**src/rtl/zebra_multi_column_detector.sv**
```systemverilog
// Multi-column vertical zebra-stripe detector: NUM_COLS parallel stripe analysers on a
// raster pixel tap, with a once-per-frame majority-vote result over valid/ready.
module zebra_multi_column_detector #(
    parameter int unsigned IMG_WIDTH         = 320,
    parameter int unsigned IMG_HEIGHT        = 240,
    parameter int unsigned W                 = 8,
    parameter int unsigned NUM_COLS          = 4,
    parameter int unsigned COL_START         = 40,
    parameter int unsigned COL_STEP          = 80,
    parameter int unsigned MIN_STRIPE_HEIGHT = 4,
    parameter int unsigned MIN_ALTERNATIONS  = 6,
    parameter int unsigned MAX_GRAY_RUN      = 2,
    parameter int unsigned MIN_VOTES         = 3
) (
    input  logic                              clk,
    input  logic                              rst_n,
    input  logic [W-1:0]                      white_thresh,
    input  logic [W-1:0]                      black_thresh,
    input  logic                              x_valid,
    output logic                              x_ready,
    input  logic [W-1:0]                      x_data,
    output logic                              res_valid,
    input  logic                              res_ready,
    output logic                              res_detected,
    output logic [NUM_COLS-1:0]               res_col_mask,
    output logic [$clog2(NUM_COLS+1)-1:0]     res_votes,
    output logic                              overrun
);

    localparam int unsigned XW = (IMG_WIDTH > 1) ? $clog2(IMG_WIDTH) : 1;
    localparam int unsigned YW = (IMG_HEIGHT > 1) ? $clog2(IMG_HEIGHT) : 1;
    localparam int unsigned RW = $clog2(IMG_HEIGHT + 1);
    localparam int unsigned GW = $clog2(MAX_GRAY_RUN + 2);
    localparam int unsigned AW = $clog2(MIN_ALTERNATIONS + 1);
    localparam int unsigned VW = $clog2(NUM_COLS + 1);

    typedef enum logic [1:0] {
        S_IDLE,
        S_WHITE,
        S_BLACK
    } col_state_e;

    typedef struct packed {
        logic [AW-1:0] alt;
        logic          last_white;
        logic          have_last;
    } hist_t;

    // A run only counts as a stripe if long enough; alternation needs a colour change.
    function automatic hist_t close_run(input hist_t h, input logic [RW-1:0] run,
                                        input logic white);
        hist_t r;
        r = h;
        if (run >= RW'(MIN_STRIPE_HEIGHT)) begin
            if ((!h.have_last || (h.last_white != white)) &&
                (h.alt < AW'(MIN_ALTERNATIONS))) begin
                r.alt = h.alt + 1'b1;
            end
            r.last_white = white;
            r.have_last  = 1'b1;
        end
        return r;
    endfunction

    logic [XW-1:0]       x_pos_q;
    logic [YW-1:0]       y_pos_q;
    logic [W-1:0]        wt_q;
    logic [W-1:0]        bt_q;
    logic                res_valid_q;
    logic                res_detected_q;
    logic [NUM_COLS-1:0] res_mask_q;
    logic [VW-1:0]       res_votes_q;
    logic                overrun_q;

    logic                accept;
    logic                first_pos;
    logic                at_first;
    logic                last_row;
    logic                last_px;
    logic [W-1:0]        wt_eff;
    logic [W-1:0]        bt_eff;
    logic                px_white;
    logic                px_black;
    logic [NUM_COLS-1:0] hit_d;
    logic [VW-1:0]       votes_d;

    assign x_ready   = 1'b1;
    assign accept    = x_valid;
    assign first_pos = (x_pos_q == '0) && (y_pos_q == '0);
    assign at_first  = accept && first_pos;
    assign last_row  = (y_pos_q == YW'(IMG_HEIGHT - 1));
    assign last_px   = accept && last_row && (x_pos_q == XW'(IMG_WIDTH - 1));

    // Pixel (0,0) classifies with the live thresholds, which are latched for the frame.
    assign wt_eff   = first_pos ? white_thresh : wt_q;
    assign bt_eff   = first_pos ? black_thresh : bt_q;
    assign px_white = (x_data >= wt_eff);
    assign px_black = !px_white && (x_data <= bt_eff);

    always_ff @(posedge clk or negedge rst_n) begin
        if (!rst_n) begin
            x_pos_q <= '0;
            y_pos_q <= '0;
            wt_q    <= '0;
            bt_q    <= '0;
        end else if (accept) begin
            if (first_pos) begin
                wt_q <= white_thresh;
                bt_q <= black_thresh;
            end
            if (x_pos_q == XW'(IMG_WIDTH - 1)) begin
                x_pos_q <= '0;
                y_pos_q <= last_row ? '0 : y_pos_q + 1'b1;
            end else begin
                x_pos_q <= x_pos_q + 1'b1;
            end
        end
    end

    for (genvar k = 0; k < NUM_COLS; k++) begin : g_col
        localparam int unsigned COL = COL_START + k * COL_STEP;

        col_state_e    st_q, st_d;
        logic [RW-1:0] run_q, run_d;
        logic [GW-1:0] gray_q, gray_d;
        hist_t         hist_q, hist_d;
        logic          here;

        assign here = accept && (x_pos_q == XW'(COL));

        always_comb begin
            st_d   = st_q;
            run_d  = run_q;
            gray_d = gray_q;
            hist_d = hist_q;
            if (at_first) begin
                st_d   = S_IDLE;
                run_d  = '0;
                gray_d = '0;
                hist_d = '0;
            end
            if (here) begin
                case (st_d)
                    S_IDLE: begin
                        if (px_white || px_black) begin
                            st_d   = px_white ? S_WHITE : S_BLACK;
                            run_d  = RW'(1);
                            gray_d = '0;
                        end
                    end
                    default: begin
                        if (!px_white && !px_black) begin
                            if (gray_d == GW'(MAX_GRAY_RUN)) begin
                                st_d   = S_IDLE;
                                run_d  = '0;
                                gray_d = '0;
                            end else begin
                                gray_d = gray_d + 1'b1;
                            end
                        end else if ((st_d == S_WHITE) == px_white) begin
                            if (run_d != '1) begin
                                run_d = run_d + 1'b1;
                            end
                            gray_d = '0;
                        end else begin
                            hist_d = close_run(hist_d, run_d, st_d == S_WHITE);
                            st_d   = px_white ? S_WHITE : S_BLACK;
                            run_d  = RW'(1);
                            gray_d = '0;
                        end
                    end
                endcase
                // Bottom row ends the frame for this column, so the open run closes here too.
                if (last_row && (st_d != S_IDLE)) begin
                    hist_d = close_run(hist_d, run_d, st_d == S_WHITE);
                end
            end
        end

        always_ff @(posedge clk or negedge rst_n) begin
            if (!rst_n) begin
                st_q   <= S_IDLE;
                run_q  <= '0;
                gray_q <= '0;
                hist_q <= '0;
            end else begin
                st_q   <= st_d;
                run_q  <= run_d;
                gray_q <= gray_d;
                hist_q <= hist_d;
            end
        end

        assign hit_d[k] = (hist_d.alt >= AW'(MIN_ALTERNATIONS));
    end

    always_comb begin
        votes_d = '0;
        for (int unsigned i = 0; i < NUM_COLS; i++) begin
            votes_d = votes_d + VW'(hit_d[i]);
        end
    end

    always_ff @(posedge clk or negedge rst_n) begin
        if (!rst_n) begin
            res_valid_q    <= 1'b0;
            res_detected_q <= 1'b0;
            res_mask_q     <= '0;
            res_votes_q    <= '0;
            overrun_q      <= 1'b0;
        end else if (last_px) begin
            res_valid_q    <= 1'b1;
            res_detected_q <= (votes_d >= VW'(MIN_VOTES));
            res_mask_q     <= hit_d;
            res_votes_q    <= votes_d;
            if (res_valid_q && !res_ready) begin
                overrun_q <= 1'b1;
            end
        end else if (res_valid_q && res_ready) begin
            res_valid_q <= 1'b0;
        end
    end

    assign res_valid    = res_valid_q;
    assign res_detected = res_detected_q;
    assign res_col_mask = res_mask_q;
    assign res_votes    = res_votes_q;
    assign overrun      = overrun_q;

endmodule

```
**config.mk**
```make
export PLATFORM = sky130hd
export DESIGN_NAME = zebra_multi_column_detector
export DESIGN_NICKNAME = d
export VERILOG_FILES = /design/src/rtl/zebra_multi_column_detector.sv
export SDC_FILE = /design/constraint.sdc
export NUM_CORES = 1
export LEC_CHECK = 0
export ABC_AREA = 1
export BUFFER_PORTS_ARGS = -buffer_cell sky130_fd_sc_hd__buf_2
export CAP_MARGIN = 15
export CORE_MARGIN = 2
export CORE_UTILIZATION = 61
export DETAILED_ROUTE_END_ITERATION = 12
export PLACE_DENSITY = 0.76
export SYNTH_ARGS = -nofsm -noshare
export SYNTH_HDL_FRONTEND = slang
export SYNTH_SLANG_ARGS = --single-unit
export TNS_END_PERCENT = 50
```
**constraint.sdc**
```tcl
create_clock -name clk -period 6.5 [get_ports clk]
set_input_delay 0.325 -clock clk [delete_from_list [all_inputs] [get_ports clk]]
set_output_delay 0.325 -clock clk [all_outputs]
set_load 0.02 [all_outputs]
```
======== After elaboration in Yosys (flattened, before gate mapping) ========
Cells that the tools add are included.
W data, S select, Z words.
word-level totals
  register bits ........................... 111
  latch bits .............................. 0
  memory bits (writable) .................. 0
  ROM bits ................................ 0
  input port bits ......................... 28
  output and inout bits ................... 11
  logic and storage cells ................. 311
  memories ................................ 0
cells by class
  add/subtract/negate cells ............... 21
  multipliers ............................. 0
  div/mod/pow operators ................... 0
  order comparisons ....................... 23
  equality and inequality tests ........... 34
  shift-type cells ........................ 0
  multiplexer cells ....................... 143
  bitwise gates (word level) .............. 0
  reduce and logical (&&, ||, !) cells .... 57
operators by type and width
  cell                   count
  $mux W8                39
  $mux W5                36
  $mux W2                57
  $ge A8 B3 Y1 const B   8
  $add A8 B1 Y8 const B  5
  $ne A8 B8 Y1 const B   4
  $add A3 B1 Y3 const B  8
  $logic_and A1 B1 Y1    24
  $lt A3 B3 Y1 const B   8
  $mux W3                8
  $eq A9 B9 Y1 const B   2
  $eq A2 B1 Y1 const B   8
  $ge A3 B3 Y1 const B   4
  $logic_not A1 Y1       11
  $reduce_bool A2 Y1     5
  $add A9 B1 Y9 const B  1
  $eq A9 B6 Y1 const B   1
  $eq A9 B7 Y1 const B   1
  $eq A9 B8 Y1 const B   1
  $logic_not A9 Y1       1
  $logic_or A1 B1 Y1     9
  $mux W9                1
  $add A2 B1 Y2 const B  4
  $eq A2 B2 Y1 const B   4
  other kinds (13)       28

======== Depth between registers and ports, before layout ========
  word-level depth ........................ 26
  mapped depth ............................ 39
  depth with buffers taken out ............ 37

======== Worst setup path before layout ========
No wires, ideal clock.
  kind .................................... flip-flop to flip-flop
  from .................................... reg x_pos_q[0]
  to ...................................... reg res_detected_q (netlist: res_detected)
  setup time .............................. 0.127 ns
  data arrival time ....................... 4.810 ns
  required time ........................... 6.373 ns
  setup slack ............................. 1.563 ns
  stages on the path, launching flop included .. 33
  buffers on the path ..................... 3
  clock period less this slack ............ 4.937 ns
  cells stage by stage .................... dfrtp_1 inv_1 ha_1 nand3_1 nor2_1 nand2_1 clkbuf_1 nor2_1 a21oi_1 ha_1 nand2_1 nor2_1 nand4_1 nand3_1 buf_2 nor2_2 buf_2 nor3_1 nand2_1 nand2_1 nor2_1 nand2_1 nand3_2 nor2_4 nand2_1 nand2_1 nand3_1 and3_1 fa_1 ha_1 ha_1 a21oi_1 o21ai_0
on the way
  word-level cells in the longest chain between the ends .. 25
  elaborated cells between the ends (all ways) .. 231
  classes of those cells .................. 15 x add/sub; 23 x order compare; 33 x eq/ne; 111 x mux; 49 x reduce/logical
RTL lines
  item                                                                    RTL line  RTL
  start: declaration                                                      65        logic [XW-1:0] x_pos_q;
  start signal: assignment                                                115       x_pos_q <= x_pos_q + 1'b1;
  parallel branches: the longest is 19 deep, another holds $add A8 B1 Y8  --
  $mux W5 *                                                               142       if (here) begin
  $ge A3 B3 Y1 *                                                          194       assign hit_d[k] = (hist_d.alt >= AW'(MIN_ALTERNATIONS));
  via hit_d[0]                                                            84        logic [NUM_COLS-1:0] hit_d;
  $add A1 B1 Y2 *                                                         200       votes_d = votes_d + VW'(hit_d[i]);
  $add A2 B1 Y3 *                                                         200
  $add A3 B1 Y3 *                                                         200
  via votes_d[1]                                                          85        logic [VW-1:0] votes_d;
  $ge A3 B2 Y1 *                                                          213       res_detected_q <= (votes_d >= VW'(MIN_VOTES));
  end signal: assignment                                                  213
  end: declaration                                                        70        logic res_detected_q;
Mark *: on every way through the listed nets, which the timed path passes. The select of a mux whose other input is x is not followed.
A chain may end at the register's enable or synchronous reset.

==> flow_metrics.py <==
metrics = {
    "outcome": {
        "run_status": "finished, violations left",
        "violations": "negative hold slack",
    },
    "cells_and_area": {
        "fin_nets": 1355,
        "final_util": 0.680,
        "syn_to_final_growth_pct": 7.84,
        "final_layout_size_suffix_gt1_frac": 0.107,
        "fillers": 1233,
        "multi_input_area_um2": 4830,
        "seq_area_um2": 2780,
        "diodes": 0,
    },
    "worst_setup_path": {
        "path_max_fanout": 32,
        "r2r-end": "res_detected",
        "arrival_ns": 6.01,
        "crit_start": "x_pos_q[0]",
        "cp.required_ns": 6.75,
        "max_stage_delay_ns": 0.47,
        "r2r_cells": 35,
        "cp-end-kind": "register",
        "crit_type": "reg2reg",
        "critical_path.most_common_cell": "nand2_1",
        "worstSetupEndpoint": "res_detected",
        "startpoint_type": "register",
        "r2r_slack_ns": 0.75,
        "r2r_start": "x_pos_q[0]",
        "cp_slowest_cell": "fa_1",
    },
    "clock_network": {
        "clk_path_buf_depth": 2,
        "cts_buffers": 9,
        "clkTransAtPathRegs_ns": 0.09,
        "cts_resized": 0,
        "htree_levels": 3,
        "cts_root_buf": "clkbuf_16",
        "clock_latency_ns": 0.37,
        "cts_hold_buf": 0,
        "cts_tree": "done",
        "cts_setup_buffers": 0,
        "cts.sinks": 111,
    },
    "placed_design": {
        "dp_hpwl_um": 14700,
        "gp_congestion": 0.912,
        "port_buffers": 37,
    },
    "routing": {
        "drt_iter0_markers": 547,
        "vias": 8035,
        "first_pass_iters": 5,
        "avgViaCountPerCell": 5.47,
        "wire_per_inst_um": 13.4,
        "drc_errors": 0,
        "drt.antenna.violating_nets": 0,
        "drt_wl_total_um": 19700,
    },
    "worst_hold_path": {
        "hold_path.class": "in2async",
    },
    "synthesis": {
        "netlist_top_cells_area": "dfrtp_1 (33%), nand2_1 (17%), inv_1 (6.8%)",
        "synth.largest_area_cell": "dfrtp_1",
        "ys_ff_latch": 111,
        "synth_commonest_cells": "nand2_1 (373), inv_1 (152), nor2_1 (118)",
        "synth-async-reset-ratio": 1.00,
        "seq_area_frac_synth": 0.330,
        "synth.net_count": 1323,
        "synth_flop_cell": "dfrtp_1",
        "synth.most_common_cell": "nand2_1",
        "syn_avg_cell_area_um2": 6.69,
        "synth-edff-count": 0,
        "yosysUniqueCellTypes": 53,
        "netlist_instances": 1257,
        "netlist_area_um2": 8420,
        "synth_top_area_share": 0.330,
        "ys_warn_count": 0,
    },
    "floorplanning": {
        "core_um2": 13300,
        "fp.dieH_um": 121,
        "dieWidth_um": 121,
        "initial_core_util": 0.630,
        "rows": 42,
        "die_area_um2": 14800,
        "io_pins": 39,
    },
    "global_routing": {
        "grt_overflow": 0,
        "grt_pass1_vias": 7458,
        "antenna_found_initial": 0,
        "grt_start_max_net_pins": 58,
        "grt_pass1_wl_um": 33800,
        "track_usage": 0.281,
    },
    "timing": {
        "max-slew-margin-rel": 0.342,
        "tightest_slew_ns": 0.980,
        "finalSetupViolCount": 0,
        "whs_ns": -0.00713,
        "rsz0062_at_grt": "no",
        "finalCriticalPeriod_ns": 5.75,
        "fmax_mhz": 174,
        "maxSlewViolCount": 0,
        "fin_tns_setup_ns": 0,
        "period_share": 0.885,
        "finClkSkew_ns": 0.0105,
        "finalHoldViolations": 2,
    },
    "pwr": {
        "power_density_nw_per_um2": 191,
        "max-vdd-ir-drop_mv": 0.166,
        "p_leak_uw": 0.00496,
    },
    "job": {
        "cap_violations": 0,
    },
}
through the flow:
stage | setup WS (ns) | instance area, µm² | power, µW | std cells
2_1_floorplan | 1.56 | 8420 | 1070 | 1257
6_report | 0.747 | 9070 | 1740 | 1470
3_5_place_dp | 0.803 | 8770 | 1170 | 1454
4_1_cts | 0.777 | 9070 | 1740 | 1470
5_1_grt | 0.241 | 9070 | 1840 | 1470
3_3_place_gp | 0.982 | 8770 | 1160 | 1454
power by group:
group,internal [µW],total (µW),switching (µW)
combinational,121,375,255
clock,277,578,301
sequential,737,782,45.3
total,1140,1740,601
final cells by class:
cell class | instances | share of cell area
Timing Repair Buffer | 53 | 0.0339
Multi-Input combinational cell | 946 | 0.532
Tap cell | 176 | 0.0243
Sequential cell | 111 | 0.306
Clock buffer | 9 | 0.0248
Inverter | 168 | 0.0695
Clock inverter | 7 | 0.00896
cell usage in the layout (no fill, tap or decap), types with 3 or more instances in the layout:
| master | netlist | layout |
|---|---|---|
| o22ai_1 | 10 | 10 |
| buf_2 | 7 | 36 |
| xor2_1 | 11 | 11 |
| nor3_1 | 13 | 13 |
| o21ai_0 | 89 | 89 |
| inv_6 | 0 | 3 |
| o31ai_1 | 5 | 5 |
| clkbuf_16 | 0 | 9 |
| nor4_1 | 4 | 3 |
| o211ai_1 | 4 | 4 |
| clkinv_1 | 3 | 3 |
| nand2_2 | 20 | 20 |
| xnor2_1 | 6 | 6 |
| nor2_2 | 11 | 11 |
| ha_1 | 37 | 37 |
| nand2_1 | 373 | 373 |
| nand3_2 | 8 | 8 |
| nand3b_1 | 7 | 7 |
| nor2_1 | 118 | 118 |
| a31oi_1 | 10 | 10 |
| o21ai_1 | 6 | 6 |
| nand3_1 | 97 | 97 |
| inv_1 | 152 | 152 |
| o21bai_1 | 4 | 4 |
| buf_4 | 2 | 17 |
| nand2_4 | 3 | 3 |
| nand4_1 | 23 | 23 |
| and2_1 | 3 | 3 |
| a21oi_1 | 50 | 50 |
| inv_2 | 13 | 13 |
| a211oi_1 | 5 | 5 |
| nor2_4 | 6 | 6 |
| dfrtp_1 | 111 | 111 |
logic make-up (layout without fill, tap and decap cells):
family | count (synthesis) | after routing | share of synthesized area
AND/OR/NAND/NOR | 694 | 694 | 0.368
buffers and inverters | 200 | 237 | 0.0965
AO/OA/AOI/OAI | 196 | 196 | 0.130
XOR/XNOR | 17 | 17 | 0.0177
other | 1 | 1 | 0.000446
adder cells (fa/ha/maj) | 38 | 38 | 0.0574
flip-flops | 111 | 111 | 0.330
flip-flops by register name, summed over array words and instances, names as in the netlist:
register,count
res_detected,1
y_pos_q,8
res_valid,1
res_col_mask,4
res_votes,3
wt_q,8
overrun,1
g_col.hist_q,20
g_col.gray_q,8
g_col.st_q,8
g_col.run_q,32
bt_q,8
x_pos_q,9
worst min path at each step:
stage               startpoint         end
finish                   rst_n   res_valid
global route             rst_n   res_valid
floorplan                rst_n     bt_q[0]
global placement         rst_n   res_valid
detailed placement       rst_n  x_pos_q[8]
CTS                      rst_n   res_valid
metal layers:
| layer | global-route usage | part of all wire | vias up | wire length, µm |
|---|---|---|---|---|
| li1 | - | - | 4132 | - |
| met1 | 0.371 | 0.48 | 3699 | 9360 |
| met2 | 0.467 | 0.47 | 178 | 9170 |
| met3 | 0.0616 | 0.047 | 26 | 919 |
| met4 | 0.0776 | 0.011 | 0 | 225 |
| met5 | 0 | 0 | - | 0 |
worst max-delay path, delay by kind of cell, from the launching register on:
kind,cells,cell delay [ns]
adder cells (fa/ha/maj),5,1.43
AND/OR/NAND/NOR,19,2.26
AO/OA/AOI/OAI,4,0.40
flip-flops,1,0.38
buffers and inverters,7,1.17
No activity file was read; power rests on OpenSTA's default activity.
